===== src/rtl/addr_decoder_ws_pkg.sv =====
`default_nettype none
// ============================================================================
// Module   : addr_decoder_ws_pkg
// Purpose  : Shared types and savestate region constants for addr_decoder_ws.
// Revision : 1.0 - initial release
// ============================================================================
package addr_decoder_ws_pkg;

    // Window fields are carried at a fixed maximum width; narrower fields are zero-extended.
    localparam int C_WIN_FW_MAX = 24;

    typedef struct packed {
        logic [C_WIN_FW_MAX-1:0] match;
        logic [C_WIN_FW_MAX-1:0] mask;
    } addr_win_t;

    typedef enum logic [2:0] {
        IDLE     = 3'd0,
        WAIT     = 3'd1,
        ACK      = 3'd2,
        UNMAPPED = 3'd3,
        BERR     = 3'd4
    } dec_state_t;

    localparam logic [23:0] C_SS_RESET_MASK  = 24'hFFFFF0;
    localparam logic [23:0] C_SS_RESET_MATCH = 24'h000000;
    localparam logic [23:0] C_SS_VEC_MASK    = 24'hFFFFFD;
    localparam logic [23:0] C_SS_VEC_MATCH   = 24'h00007C;
    localparam logic [23:0] C_SS_SAVE_MASK   = 24'hFFFF00;
    localparam logic [23:0] C_SS_SAVE_MATCH  = 24'hFF0000;

    // Returns {save, vec, reset}; the three regions are disjoint.
    function automatic logic [2:0] ss_decode(input logic [23:0] addr);
        ss_decode = {((addr & C_SS_SAVE_MASK)  == C_SS_SAVE_MATCH),
                     ((addr & C_SS_VEC_MASK)   == C_SS_VEC_MATCH),
                     ((addr & C_SS_RESET_MASK) == C_SS_RESET_MATCH)};
    endfunction

endpackage
`default_nettype wire


===== src/rtl/addr_decoder_ws_if.sv =====
`default_nettype none
// ============================================================================
// Module   : addr_decoder_ws_if
// Purpose  : 68000-side bus strobes, address and bus-cycle termination.
// Revision : 1.0 - initial release
// ============================================================================
interface addr_decoder_ws_if #(
    parameter int ADDR_W = 24
);
    logic              cpu_as_n;
    logic [1:0]        cpu_ds_n;
    logic [ADDR_W-1:0] cpu_word_addr;
    logic              cpu_dtack_n;
    logic              cpu_berr_n;

    modport master (
        output cpu_as_n, cpu_ds_n, cpu_word_addr,
        input  cpu_dtack_n, cpu_berr_n
    );

    modport slave (
        input  cpu_as_n, cpu_ds_n, cpu_word_addr,
        output cpu_dtack_n, cpu_berr_n
    );
endinterface
`default_nettype wire


===== src/rtl/addr_decoder_ws_win_match.sv =====
`default_nettype none
// ============================================================================
// Module   : addr_win_match
// Purpose  : Combinational mask/match compare for a single decode window.
// Revision : 1.0 - initial release
// ============================================================================
module addr_win_match
    import addr_decoder_ws_pkg::*;
(
    input  wire logic                    en,
    input  wire logic [C_WIN_FW_MAX-1:0] addr_fld,
    input  wire addr_win_t               win,
    output logic                         hit
);

    assign hit = en && ((addr_fld & win.mask) == win.match);

endmodule
`default_nettype wire


===== src/rtl/addr_decoder_ws.sv =====
`default_nettype none
// ============================================================================
// Module   : addr_decoder_ws
// Purpose  : Registered priority chip-select decoder with wait states,
//            ready handshake, unmapped bus-error timeout and savestate regions.
// Revision : 1.0 - initial release
// ============================================================================
module addr_decoder_ws
    import addr_decoder_ws_pkg::*;
#(
    parameter int NUM_WIN = 16,
    parameter int ADDR_W  = 24,
    parameter int SEL_HI  = 23,
    parameter int SEL_LO  = 16,
    parameter int WS_W    = 4,
    parameter int TIMEOUT = 255,
    localparam int FW     = SEL_HI - SEL_LO + 1,
    localparam int IW     = (NUM_WIN > 1) ? $clog2(NUM_WIN) : 1
)(
    input  wire logic                    clk,
    input  wire logic                    reset_n,
    addr_decoder_ws_if.slave             bus,
    input  wire logic                    ss_override,
    input  wire logic [NUM_WIN-1:0]      cfg_en,
    input  wire logic [NUM_WIN*2*FW-1:0] cfg_match,
    input  wire logic [NUM_WIN*WS_W-1:0] cfg_ws,
    input  wire logic [NUM_WIN-1:0]      win_ready,
    output logic [NUM_WIN-1:0]           cs_n,
    output logic [IW-1:0]                hit_idx,
    output logic                         ss_reset_n,
    output logic                         ss_vec_n,
    output logic                         ss_save_n
);

    localparam int TW = (TIMEOUT > 1) ? $clog2(TIMEOUT) : 1;

    logic [C_WIN_FW_MAX-1:0] addr_fld;
    logic [NUM_WIN-1:0]      win_hit;
    logic                    any_hit;
    logic [IW-1:0]           hit_sel;
    logic [2:0]              ss_sel;
    logic                    access_valid;

    dec_state_t              state_q, state_d;
    logic [IW-1:0]           hit_idx_q, hit_idx_d;
    logic [2:0]              ss_sel_q, ss_sel_d;
    logic [WS_W-1:0]         wcnt_q, wcnt_d;
    logic [TW-1:0]           tcnt_q, tcnt_d;
    logic [NUM_WIN-1:0]      cs_n_q, cs_n_d;
    logic [2:0]              ss_n_q, ss_n_d;
    logic                    dtack_n_q, dtack_n_d;
    logic                    berr_n_q, berr_n_d;

    assign addr_fld     = C_WIN_FW_MAX'(bus.cpu_word_addr[SEL_HI:SEL_LO]);
    assign access_valid = !bus.cpu_as_n && !(&bus.cpu_ds_n);
    assign ss_sel       = ss_override ? ss_decode(24'(bus.cpu_word_addr)) : 3'b000;

    generate
        for (genvar i = 0; i < NUM_WIN; i++) begin : g_win
            addr_win_t win_cfg;
            assign win_cfg.match = C_WIN_FW_MAX'(cfg_match[i*2*FW+FW +: FW]);
            assign win_cfg.mask  = C_WIN_FW_MAX'(cfg_match[i*2*FW    +: FW]);

            addr_win_match u_match (
                .en       (cfg_en[i]),
                .addr_fld (addr_fld),
                .win      (win_cfg),
                .hit      (win_hit[i])
            );
        end
    endgenerate

    // Scan from the top so the lowest-index hit is the last assignment.
    always_comb begin
        any_hit = 1'b0;
        hit_sel = '0;
        for (int i = NUM_WIN - 1; i >= 0; i--) begin
            if (win_hit[i]) begin
                any_hit = 1'b1;
                hit_sel = IW'(i);
            end
        end
    end

    always_ff @(posedge clk or negedge reset_n) begin
        if (!reset_n) begin
            state_q   <= IDLE;
            hit_idx_q <= '0;
            ss_sel_q  <= '0;
            wcnt_q    <= '0;
            tcnt_q    <= '0;
            cs_n_q    <= '1;
            ss_n_q    <= 3'b111;
            dtack_n_q <= 1'b1;
            berr_n_q  <= 1'b1;
        end else begin
            state_q   <= state_d;
            hit_idx_q <= hit_idx_d;
            ss_sel_q  <= ss_sel_d;
            wcnt_q    <= wcnt_d;
            tcnt_q    <= tcnt_d;
            cs_n_q    <= cs_n_d;
            ss_n_q    <= ss_n_d;
            dtack_n_q <= dtack_n_d;
            berr_n_q  <= berr_n_d;
        end
    end

    always_comb begin
        state_d   = state_q;
        hit_idx_d = hit_idx_q;
        ss_sel_d  = ss_sel_q;
        wcnt_d    = wcnt_q;
        tcnt_d    = tcnt_q;
        case (state_q)
            IDLE: begin
                if (access_valid) begin
                    if (|ss_sel) begin
                        ss_sel_d = ss_sel;
                        wcnt_d   = '0;
                        state_d  = WAIT;
                    end else if (any_hit) begin
                        ss_sel_d  = '0;
                        hit_idx_d = hit_sel;
                        wcnt_d    = cfg_ws[hit_sel*WS_W +: WS_W];
                        state_d   = WAIT;
                    end else begin
                        ss_sel_d = '0;
                        tcnt_d   = TW'(TIMEOUT - 1);
                        state_d  = UNMAPPED;
                    end
                end
            end
            WAIT: begin
                if (bus.cpu_as_n) begin
                    state_d = IDLE;
                end else if (wcnt_q != '0) begin
                    wcnt_d = wcnt_q - 1'b1;
                end else if (win_ready[hit_idx_q] || (|ss_sel_q)) begin
                    state_d = ACK;
                end
            end
            ACK: begin
                if (bus.cpu_as_n) state_d = IDLE;
            end
            UNMAPPED: begin
                if (bus.cpu_as_n) begin
                    state_d = IDLE;
                end else if (tcnt_q == '0) begin
                    state_d = BERR;
                end else begin
                    tcnt_d = tcnt_q - 1'b1;
                end
            end
            BERR: begin
                if (bus.cpu_as_n) state_d = IDLE;
            end
            default: state_d = IDLE;
        endcase
    end

    // Outputs are registered copies of what the next state implies.
    always_comb begin
        cs_n_d    = '1;
        ss_n_d    = 3'b111;
        dtack_n_d = (state_d != ACK);
        berr_n_d  = (state_d != BERR);
        if (state_d == WAIT || state_d == ACK) begin
            if (|ss_sel_d) begin
                ss_n_d = ~ss_sel_d;
            end else begin
                cs_n_d[hit_idx_d] = 1'b0;
            end
        end
    end

    assign cs_n            = cs_n_q;
    assign hit_idx         = hit_idx_q;
    assign ss_reset_n      = ss_n_q[0];
    assign ss_vec_n        = ss_n_q[1];
    assign ss_save_n       = ss_n_q[2];
    assign bus.cpu_dtack_n = dtack_n_q;
    assign bus.cpu_berr_n  = berr_n_q;

endmodule
`default_nettype wire


===== src/flat_wrapper.sv =====
// flat-port wrapper written by rule: the top's interface ports become plain ports
module addr_decoder_ws_flat import addr_decoder_ws_pkg::*;
#(
    parameter int NUM_WIN = 16,
    parameter int ADDR_W  = 24,
    parameter int SEL_HI  = 23,
    parameter int SEL_LO  = 16,
    parameter int WS_W    = 4,
    parameter int TIMEOUT = 255,
    localparam int FW     = SEL_HI - SEL_LO + 1,
    localparam int IW     = (NUM_WIN > 1) ? $clog2(NUM_WIN) : 1
)
  (clk, reset_n, ss_override, cfg_en, cfg_match, cfg_ws, win_ready, cs_n, hit_idx, ss_reset_n, ss_vec_n, ss_save_n, bus_cpu_as_n, bus_cpu_ds_n, bus_cpu_word_addr, bus_cpu_dtack_n, bus_cpu_berr_n);
  addr_decoder_ws_if #(.ADDR_W(ADDR_W)) bus_i ();
  input  wire logic clk;
  input  wire logic reset_n;
  input  wire logic ss_override;
  input  wire logic [NUM_WIN-1:0] cfg_en;
  input  wire logic [NUM_WIN*2*FW-1:0] cfg_match;
  input  wire logic [NUM_WIN*WS_W-1:0] cfg_ws;
  input  wire logic [NUM_WIN-1:0] win_ready;
  output logic [NUM_WIN-1:0] cs_n;
  output logic [IW-1:0] hit_idx;
  output logic ss_reset_n;
  output logic ss_vec_n;
  output logic ss_save_n;
  input wire logic [$bits(bus_i.cpu_as_n)-1:0] bus_cpu_as_n;
  input wire logic [$bits(bus_i.cpu_ds_n)-1:0] bus_cpu_ds_n;
  input wire logic [$bits(bus_i.cpu_word_addr)-1:0] bus_cpu_word_addr;
  output wire logic [$bits(bus_i.cpu_dtack_n)-1:0] bus_cpu_dtack_n;
  output wire logic [$bits(bus_i.cpu_berr_n)-1:0] bus_cpu_berr_n;
  assign bus_i.cpu_as_n = bus_cpu_as_n;
  assign bus_i.cpu_ds_n = bus_cpu_ds_n;
  assign bus_i.cpu_word_addr = bus_cpu_word_addr;
  assign bus_cpu_dtack_n = bus_i.cpu_dtack_n;
  assign bus_cpu_berr_n = bus_i.cpu_berr_n;
  addr_decoder_ws #(.NUM_WIN(NUM_WIN), .ADDR_W(ADDR_W), .SEL_HI(SEL_HI), .SEL_LO(SEL_LO), .WS_W(WS_W), .TIMEOUT(TIMEOUT)) u_core (.clk(clk), .reset_n(reset_n), .bus(bus_i), .ss_override(ss_override), .cfg_en(cfg_en), .cfg_match(cfg_match), .cfg_ws(cfg_ws), .win_ready(win_ready), .cs_n(cs_n), .hit_idx(hit_idx), .ss_reset_n(ss_reset_n), .ss_vec_n(ss_vec_n), .ss_save_n(ss_save_n));
endmodule

===== config.mk =====
export PLATFORM = sky130hd
export DESIGN_NAME = addr_decoder_ws_flat
export DESIGN_NICKNAME = d
export VERILOG_FILES = /design/src/rtl/addr_decoder_ws_pkg.sv /design/src/rtl/addr_decoder_ws_if.sv /design/src/rtl/addr_decoder_ws_win_match.sv /design/src/rtl/addr_decoder_ws.sv /design/src/flat_wrapper.sv
export SDC_FILE = /design/constraint.sdc
export NUM_CORES = 1
export LEC_CHECK = 0
export CAP_MARGIN = 20
export CORE_AREA = 8 8 152 154
export DETAILED_ROUTE_END_ITERATION = 6
export DIE_AREA = 0 0 160 162
export PLACE_DENSITY = 0.66
export SKIP_CTS_REPAIR_TIMING = 1
export SYNTH_ARGS = -nofsm -noshare
export SYNTH_HDL_FRONTEND = slang
export SYNTH_SLANG_ARGS = --single-unit

===== constraint.sdc =====
create_clock -name clk -period 6.8 [get_ports clk]
set_input_delay 0.68 -clock clk [delete_from_list [all_inputs] [get_ports clk]]
set_output_delay 0.68 -clock clk [all_outputs]
set_load 0.05 [all_outputs]

==> flow_summary.yaml <==
status:
  outcome: "finished clean"
logic_synthesis:
  async_flop_share_pct: 100.0
  syn-cell-area_sq_um: 5393
  yosys-mux-area-fraction_pct: 10.60
  postSynthAreaPerCell_sq_um: 8.146
  ys_warn_count: 0
  synth_seq_area_share_pct: 20.44
  synth_edf_count: 0
  synth_xor_area_share_pct: 19.72
  syn-num-nets: 1047
  synth_top_family_by_area: "simple AND/OR/NAND/NOR gates"
  ys_ff_latch: 43
  synth_fa_ha_area_share_pct: 0.6961
  synthDistinctLibCells: 71
  postSynthCellCount: 662
  ys.flop_type: "dfrtp_1"
  synth-compound-area-share_pct: 12.25
  synth-simple-area-share_pct: 31.30
clock_tree:
  clockBufferDepth: 2
  clkTransAtPathRegs_ns: 0.06
  cts_buffers: 5
  cts_tree: "done"
  cts_htree_levels: 2
  clock-sinks: 43
  cts-root-buf: "clkbuf_16"
  clock_latency_ns: 0.28
floorplan:
  fp.dieH_um: 162
  die_x_um: 160
  num_rows: 53
  io_pins: 407
  core_region_area_sq_um: 20690
  die_area_sq_um: 25920
  start_util_pct: 26.06
timing:
  setup_tns_ns: 0
  slew_headroom_pct: 31.74
  setup_viol: 0
  grt_setup_unrepaired: "false"
  max_freq_mhz: 217.1
  hold_viol: 0
  clock_skew_ns: 0.005899
  fin_crit_sh_pct: 67.73
  final_max_slew_viol_count: 0
  holdWs_ns: 0.5254
  fin_crit_ns: 4.606
  tightest_slew_ns: 1.021
placement:
  dp_hpwl_mm: 22.94
  post_dp_cell_area_sq_um: 9620
  place.gp.congestion: 0.8521
  portBuffers: 405
final_layout:
  drive_gt1_share_pct: 8.790
  nets: 1442
  postLayoutCellArea_sq_um: 9776
  fill_cells: 2090
  syn2layout_area_growth_pct: 81.28
worst_setup_path:
  end_kind: "flip-flop"
  crit_fanout: 27
  worstPathRequired_ns: 6.96
  critPathLaunch: "bus_cpu_word_addr[19]"
  worstPathArrival_ns: 4.76
  cpPeakStageDelay_ns: 1.14
  cpMostUsedCell: "nand2_1"
  path_cells: "clkdlybuf4s50_1 -> nand2_1 -> xor2_1 -> nand4_1 -> nor4bb_1 -> nor2_1 -> nand3_1 -> nor2b_2 -> buf_4 -> mux2_2 -> nand2_1 -> o21ai_0 -> a21oi_1 -> o211ai_1"
  cp-start-kind: "primary input"
  slowest_stage: "clkdlybuf4s50_1"
  path_class: "primary input to flip-flop"
  worstReg2RegStart: "u_core.hit_idx[0]$_DFF_PN0_"
drt:
  drc: 0
  drt-pass1-iter-count: 4
  wl_per_cell_um: 19.50
  antenna_left: 0
  vias: 6204
  vias_per_cell: 4.644
  totalWireLength_mm: 26.05
  drt_iter0_markers: 252
power:
  ir_drop_mv: 0.1115
  internal_power_w: 0.0007761
  power.total_w: 0.001194
  powerDensity_nw_per_um2: 122.1
  pwr-share-comb_pct: 52.3
  seqPwrFrac_pct: 27.8
  clkPwrFrac_pct: 19.9
  power.share.switching_pct: 34.99
  leakagePower_nw: 3.662
  p_switching_w: 0.0004177
global_routing:
  grt_max_degree: 44
  grt_overflow: 0
  grt_use_total_pct: 19.09
  grt_pass1_wl_mm: 38.73
  antenna_found_initial: 3
  grt_pass1_vias: 6671
min_path:
  worstHoldPathType: "primary input to async pin"
run:
  maxCapViolations: 0
## cell type report
cell class / count / area [sq um] / share of cell area (%)
multi-input combinational: 584 / 4024 / 41.16
sequential: 43 / 1102 / 11.28
tap: 275 / 344.1 / 3.520
timing repair buffer: 414 / 4116 / 42.11
antenna: 3 / 7.507 / 0.07680
clock inverter: 3 / 22.52 / 0.2304
clock buffer: 5 / 125.1 / 1.280
inverter: 9 / 33.78 / 0.3456
## metrics by stage
stage | util (%) | setup WS [ns] | std cells
2_1_floorplan | - | 3.590 | 662
3_3_place_gp | 46.50 | 1.830 | 1325
3_5_place_dp | 46.50 | 1.747 | 1325
4_1_cts | 47.21 | 2.032 | 1333
5_1_grt | 47.25 | 1.758 | 1336
6_report | 47.25 | 2.194 | 1336
## kinds of logic after synthesis
family                   count (synthesis)
multiplexers                            48
buffers and inverters                   35
AND/OR/NAND/NOR                        332
adder cells (fa/ha/maj)                  3
XOR/XNOR                               118
AO/OA/AOI/OAI                           83
flip-flops                              43
## synthesized netlist by cell type, types with 2 or more instances
cell type	count	area share [%]
nand2_1	166	12
xor2_1	102	17
nand4_1	26	3.0
mux2i_1	25	4.6
dfrtp_1	22	10
dfstp_2	21	10
nand3_1	21	1.9
nor2_1	21	1.5
a21oi_1	20	1.9
o21ai_0	19	1.8
nor3_1	17	1.6
buf_6	16	3.3
mux2_2	14	2.9
xnor2_1	12	1.9
nand3b_1	11	1.5
inv_1	9	0.63
nor4_1	9	1.0
and3_1	8	0.93
nand2b_1	8	0.93
nor2b_1	7	0.81
or3_1	7	0.81
o21ai_1	6	0.56
a2111oi_4	5	2.6
a211oi_1	5	0.70
buf_2	5	0.46
mux4_2	5	2.1
nor3_2	5	0.93
nand2_4	4	0.84
xor2_2	4	1.2
and2_1	3	0.35
buf_4	3	0.42
ha_1	3	0.70
nand4b_1	3	0.49
nor3b_2	3	0.70
o211ai_1	3	0.42
o31ai_1	3	0.42
a2111oi_1	2	0.37
a21o_1	2	0.28
and4b_1	2	0.37
clkbuf_1	2	0.14
mux2_1	2	0.42
nand2_2	2	0.23
## state kept, by name, summed over array words and instances, names as in the netlist
name                    flops
u_core.bus.cpu_berr_n       1
u_core.ss_sel_q             3
u_core.wcnt_q               4
u_core.bus.cpu_dtack_n      1
u_core.ss_n_q               3
u_core.tcnt_q               8
u_core.state_q              3
u_core.hit_idx              4
u_core.cs_n                16
## layout by cell type (no fill, tap or decap), types with 3 or more instances in the layout
| cell type | n |
|---|---|
| nor2b_1 | 6 |
| diode_2 | 3 |
| nand2_1 | 166 |
| dfrtp_1 | 22 |
| o21ai_0 | 19 |
| xor2_2 | 4 |
| clkdlybuf4s50_1 | 404 |
| nand4_1 | 26 |
| clkbuf_16 | 5 |
| nor4_1 | 9 |
| o31ai_1 | 3 |
| a2111oi_4 | 5 |
| a21oi_1 | 20 |
| inv_1 | 9 |
| xnor2_1 | 12 |
| mux4_2 | 5 |
| nand4b_1 | 3 |
| o211ai_1 | 3 |
| and3_1 | 8 |
| nand2b_1 | 8 |
| nor3b_2 | 3 |
| nand3_1 | 21 |
| xor2_1 | 102 |
| ha_1 | 3 |
| dfstp_2 | 21 |
| nand3b_1 | 11 |
| nor2_1 | 21 |
| mux2_2 | 14 |
| mux2i_1 | 25 |
| o21ai_1 | 6 |
| nor3_1 | 17 |
| buf_4 | 9 |
| nor3_2 | 5 |
| a211oi_1 | 5 |
| and2_1 | 3 |
| nand2_4 | 4 |
| or3_1 | 7 |
## path summary, 6_finish.rpt
check / to / slack [ns] / depth (start not counted)
max in group asynchronous: u_core.state_q[0]$_DFF_PN0_ / 5.72 / 1
max: u_core.wcnt_q[0]$_DFFE_PN0P_ / 2.19 / 14
min in group clk: u_core.tcnt_q[7]$_DFFE_PN0P_ / 0.53 / 2
max reg2reg: u_core.cs_n[15]$_DFF_PN1_ / 3.63 / 9
min: u_core.tcnt_q[7]$_DFFE_PN0P_ / 0.53 / 1
min reg2reg: u_core.tcnt_q[7]$_DFFE_PN0P_ / 0.53 / 2
## power groups by stage
stage / combinational [W] / sequential (W) / clock (W)
6_report: 0.000624 / 0.000332 / 0.000237
5_1_grt: 0.000682 / 0.000338 / 0.000254
4_1_cts: 0.000628 / 0.000332 / 0.000244
3_5_place_dp: 0.000625 / 0.000336 / 0
3_3_place_gp: 0.000617 / 0.000334 / 0
2_1_floorplan: 0.000286 / 0.000356 / 0
## per-layer routing
| metal | wire length [um] | GRT usage [%] | vias to the layer above | share of wire, % |
|---|---|---|---|---|
| met5 | 0 | 0 | - | 0 |
| met4 | 544 | 4.758 | 0 | 2.1 |
| met3 | 1932 | 5.391 | 28 | 7.4 |
| met2 | 13920 | 36.06 | 242 | 53 |
| met1 | 9651 | 20.53 | 2828 | 37 |
| li1 | - | - | 3106 | - |
## critical path: cells and delay by family
family / cells / cell delay [ns]
buf+inv: 2 / 1.52
simple gates: 7 / 1.49
compound gates: 3 / 0.46
mux: 1 / 0.38
xor+xnor: 1 / 0.21
Power figures use the tool's default switching activity.
